**config.mk**
```make
export PLATFORM = sky130hd
export DESIGN_NAME = vga_timing_gen
export DESIGN_NICKNAME = d
export VERILOG_FILES = /design/src/rtl/vga_timing_gen.sv
export SDC_FILE = /design/constraint.sdc
export NUM_CORES = 1
export LEC_CHECK = 0
export CORE_AREA = 2 2 57 59
export CTS_BUF_LIST = sky130_fd_sc_hd__clkbuf_2 sky130_fd_sc_hd__clkbuf_4 sky130_fd_sc_hd__clkbuf_8
export DETAILED_ROUTE_END_ITERATION = 6
export DIE_AREA = 0 0 59 61
export DONT_BUFFER_PORTS = 1
export MAX_ROUTING_LAYER = met4
export PLACE_DENSITY = 0.61
export SYNTH_ARGS = -nofsm -noshare
export SYNTH_HDL_FRONTEND = slang
export SYNTH_SLANG_ARGS = --single-unit
export TNS_END_PERCENT = 50
```
**constraint.sdc**
```tcl
create_clock -name clk -period 2.58 [get_ports clk]
set_input_delay 0.258 -clock clk [delete_from_list [all_inputs] [get_ports clk]]
set_output_delay 0.258 -clock clk [all_outputs]
set_load 0.02 [all_outputs]
```
**src/rtl/vga_timing_gen.sv**
```systemverilog
// VGA timing generator.
// A clock divider produces a pixel-rate enable, which advances the pixel and
// line counters. The bright window is decoded combinationally from the counts.
// Sync outputs are registered one clock behind the counts, so they line up
// with a registered pixel-data stage downstream. frame_start is a registered
// pulse that is high while the counters first sit at (0,0) after a frame wrap.
module vga_timing_gen #(
    parameter int DIV     = 4,
    parameter int H_TOTAL = 800,
    parameter int H_SYNC  = 96,
    parameter int H_ON    = 144,
    parameter int H_OFF   = 784,
    parameter int V_TOTAL = 525,
    parameter int V_SYNC  = 2,
    parameter int V_ON    = 35,
    parameter int V_OFF   = 515
) (
    input  logic       clk,
    input  logic       rst,
    input  logic       en,
    output logic [9:0] hCount,
    output logic [9:0] vCount,
    output logic       bright,
    output logic       pix_en,
    output logic       hSync,
    output logic       vSync,
    output logic       frame_start
);

    localparam logic [3:0] DIV_MAX = 4'(DIV - 1);
    localparam logic [9:0] H_MAX   = 10'(H_TOTAL - 1);
    localparam logic [9:0] V_MAX   = 10'(V_TOTAL - 1);
    localparam logic [9:0] H_SYNC_W = 10'(H_SYNC);
    localparam logic [9:0] V_SYNC_W = 10'(V_SYNC);
    localparam logic [9:0] H_ON_W  = 10'(H_ON);
    localparam logic [9:0] H_OFF_W = 10'(H_OFF);
    localparam logic [9:0] V_ON_W  = 10'(V_ON);
    localparam logic [9:0] V_OFF_W = 10'(V_OFF);

    logic [3:0] div_r;
    logic [9:0] h_cnt_r;
    logic [9:0] v_cnt_r;
    logic       h_sync_r;
    logic       v_sync_r;
    logic       frame_start_r;

    logic       pix_en_s;
    logic       h_wrap_s;
    logic       v_wrap_s;
    logic       bright_s;

    // Decode the pixel enable, counter wrap points and the visible window.
    always_comb begin
        pix_en_s = 1'b0;
        h_wrap_s = 1'b0;
        v_wrap_s = 1'b0;
        bright_s = 1'b0;
        if (en && (div_r == DIV_MAX)) begin
            pix_en_s = 1'b1;
        end else begin
            pix_en_s = 1'b0;
        end
        if (h_cnt_r == H_MAX) begin
            h_wrap_s = 1'b1;
        end else begin
            h_wrap_s = 1'b0;
        end
        if (v_cnt_r == V_MAX) begin
            v_wrap_s = 1'b1;
        end else begin
            v_wrap_s = 1'b0;
        end
        if ((h_cnt_r >= H_ON_W) && (h_cnt_r < H_OFF_W) &&
            (v_cnt_r >= V_ON_W) && (v_cnt_r < V_OFF_W)) begin
            bright_s = 1'b1;
        end else begin
            bright_s = 1'b0;
        end
    end

    // Clock divider: free-runs 0..DIV-1 while enabled, holds its phase otherwise.
    always_ff @(posedge clk or negedge rst) begin
        if (!rst) begin
            div_r <= 4'd0;
        end else if (en) begin
            if (div_r == DIV_MAX) begin
                div_r <= 4'd0;
            end else begin
                div_r <= div_r + 4'd1;
            end
        end else begin
            div_r <= div_r;
        end
    end

    // Pixel and line counters advance on the pixel enable and wrap at their totals.
    always_ff @(posedge clk or negedge rst) begin
        if (!rst) begin
            h_cnt_r <= 10'd0;
            v_cnt_r <= 10'd0;
        end else if (pix_en_s) begin
            if (h_wrap_s) begin
                h_cnt_r <= 10'd0;
                if (v_wrap_s) begin
                    v_cnt_r <= 10'd0;
                end else begin
                    v_cnt_r <= v_cnt_r + 10'd1;
                end
            end else begin
                h_cnt_r <= h_cnt_r + 10'd1;
                v_cnt_r <= v_cnt_r;
            end
        end else begin
            h_cnt_r <= h_cnt_r;
            v_cnt_r <= v_cnt_r;
        end
    end

    // Active-low syncs track the counts every clock, one clock behind.
    always_ff @(posedge clk or negedge rst) begin
        if (!rst) begin
            h_sync_r <= 1'b1;
            v_sync_r <= 1'b1;
        end else begin
            h_sync_r <= ~(h_cnt_r < H_SYNC_W);
            v_sync_r <= ~(v_cnt_r < V_SYNC_W);
        end
    end

    // Frame-start pulse: set on the advance that wraps (H_TOTAL-1, V_TOTAL-1) to (0,0).
    always_ff @(posedge clk or negedge rst) begin
        if (!rst) begin
            frame_start_r <= 1'b0;
        end else begin
            frame_start_r <= pix_en_s & h_wrap_s & v_wrap_s;
        end
    end

    assign hCount      = h_cnt_r;
    assign vCount      = v_cnt_r;
    assign bright      = bright_s;
    assign pix_en      = pix_en_s;
    assign hSync       = h_sync_r;
    assign vSync       = v_sync_r;
    assign frame_start = frame_start_r;

endmodule

```
==> run metrics <==
Congestion Overflow GR=0; Setup Crit Path Kind=register to primary output; clk slew on worst S/H paths=0.16 ns; min-delay src=en; commonest non-fill, non-tap cell in the layout=dfrtp_1; Final Core Density=0.503; worst-skew pair later-pin latency=0.33 ns; residual DRC count=0; Layout area overhead=4.58%; maxcap violations=0; sequential cell area=678 um^2; fmax=0.430 GHz; CP endpoint kind=primary output; die width=59 um; Num CTS Buffers=3; hold path cells=1; drt first-iter violations=37; CP max FO=5; Reg2Reg Depth=7; CTS tree=done; Place WS=0.368 ns; Yosys reg bits=27; TNS Setup=0 ns; Clock Skew=0.00789 ns; WL final=2.78 mm; initial antenna violation count=0; final slew viol count=0; final hold viol count=0; Crit. Startpoint=vCount[8]; Lkg Pwr=0.662 nW; Post-Synthesis Cells=136; IO Pins=28; reg2reg setup slack=0.37 ns; Avg Vias per Cell=5.99; Initial Utilization=0.481; status=complete, no violations; Yosys warning total=0; ys async rst share=1.00; layout cells sized above 1=0.122; ys flop type=dfrtp_1; IO buf count=0; pwr/cell area=629 mW/mm^2; Multi-input gate area=674 um^2; Critical Path RT=2.32 ns; crit start category=register; syn avg cell area=10.4 um^2; n_diodes=0; final setup margin=0.257 ns; CTS sink cnt=27; Root Buffer=clkbuf_4; Die H=61 um; most frequent cells in the layout=dfrtp_1, nand2_1, xnor2_1; WHS Endpoint=div_r[1]; post-synthesis sequential area ratio=0.478; Synth Net Count=144; CP Data Arrival Time=2.07 ns; Tcrit/Tclk final=0.900; setup violation total in the final timing report=0; Yosys cell types=39; Max-slew headroom=0.585; worst min-delay path category=input port to register; Synth Cell Area=0.00142 mm^2; die area=0.00360 mm^2; Avg WL per Cell=16.2 um; total track usage=0.173; GPL Wtd Cong=0.825; vias in the first global route=993; final worst path period need=2.32 ns; Antenna Nets Post-Route=0; Worst R2R End=vCount[9]; top-area cell type share of the netlist area=0.441; top post-synthesis cells by area=dfrtp_1, xnor2_1, ha_1; H-tree Lvls=1; PostCTS Resize Cnt=0; via count=1031; total power draw=0.934 mW; cell row count=20; Nets=148; pin count of the biggest net entering global routing=28; detailed placement HPWL=1.99 mm; Worst-Margin Slew=0.616 ns; RSZ-0062 raised after global routing=no; core footprint=0.00295 mm^2; Max VDD drop=0.000443 V; DRT Pass-1 Iters=4; Post-synth EDFFs=0; r2r startpoint=div_r[0]; Longest Clk Path Bufs=2; first-pass GRT wire length=4.60 mm; fill count=285; Yosys top cell by area=dfrtp_1
[critical path, stage by stage, from the launching register on]
cell and delay, ns:
dfrtp_1 0.53, nor4_1 0.62, nand2_1 0.12, o21ai_0 0.17
and3_1 0.30
[logic make-up after synthesis]
| kind of cell | count (synthesis) | share of synthesized area |
|---|---|---|
| buf+inv | 10 | 0.0476 |
| fa+ha+maj | 5 | 0.0441 |
| simple gates | 59 | 0.241 |
| compound gates | 21 | 0.0996 |
| mux | 3 | 0.0229 |
| xor+xnor | 11 | 0.0678 |
| flops | 27 | 0.478 |
[layer usage]
layer  vias to the layer above  global-route usage  routed length (um)
met2                        26               0.257                1320
met3                         4              0.0362                 119
met1                       505               0.236                1320
met4                         0              0.0584                  28
li1                        496                   -                   -
met5                         -                   -                   0
[per-stage QoR]
stage	hold slack (ns)	instance area (um^2)	cells
6_report	0.0706	1490	172
5_1_grt	0.0637	1490	172
4_1_cts	0.0663	1490	172
3_5_place_dp	-0.0370	1430	166
3_3_place_gp	-0.0370	1430	166
2_1_floorplan	-0.0376	1420	136
[state kept, by name (all words and copies together) (netlist names)]
| register | cells |
|---|---|
| div_r | 4 |
| frame_start | 1 |
| hCount | 10 |
| hSync | 1 |
| vCount | 10 |
| vSync | 1 |
[worst max-delay path by stage]
stage / end / slack [ns] / cells after the start
floorplan: vCount[8] / 0.78 / 7
global placement: vCount[9] / 0.50 / 7
detailed placement: vCount[9] / 0.37 / 7
CTS: bright / 0.25 / 4
global route: bright / 0.11 / 4
finish: bright / 0.26 / 4
[synthesized netlist by cell type, drive strengths merged, types with 2 or more instances]
cell,count
mux2,2
nor2,8
nand2b,2
inv,6
nand3,6
xnor2,10
ha,5
nor4,2
nor3,3
and4,5
dfstp,2
dfrtp,25
o41ai,3
a22o,3
nand4,8
a31oi,3
and3,4
nor2b,2
and2,4
o21ai,7
or3,2
a21oi,2
buf,2
nand2,12
[cell type report]
cell class,count,share of cell area
Clock buffer,3,0.0152
Clock inverter,1,0.00505
Inverter,7,0.0211
Multi-Input combinational cell,99,0.454
Sequential cell,27,0.457
Tap cell,33,0.0278
Timing Repair Buffer,2,0.0202
[report_power, final]
part	internal [mW]	switching, mW	leakage, nW	total, mW
Clock	0.0593	0.136	0.0139	0.195
Combinational	0.0812	0.0812	0.304	0.162
Sequential	0.473	0.104	0.344	0.577
Total	0.613	0.321	0.662	0.934
[repair_timing]
action                                 in CTS  in global routing
setup endpoints to repair                   0                  0
hold buffers                                2                  0
endpoints found under the hold margin      27                  0
setup buffers                               0                  0
Note: power is estimated with default switching activity, not from simulation.
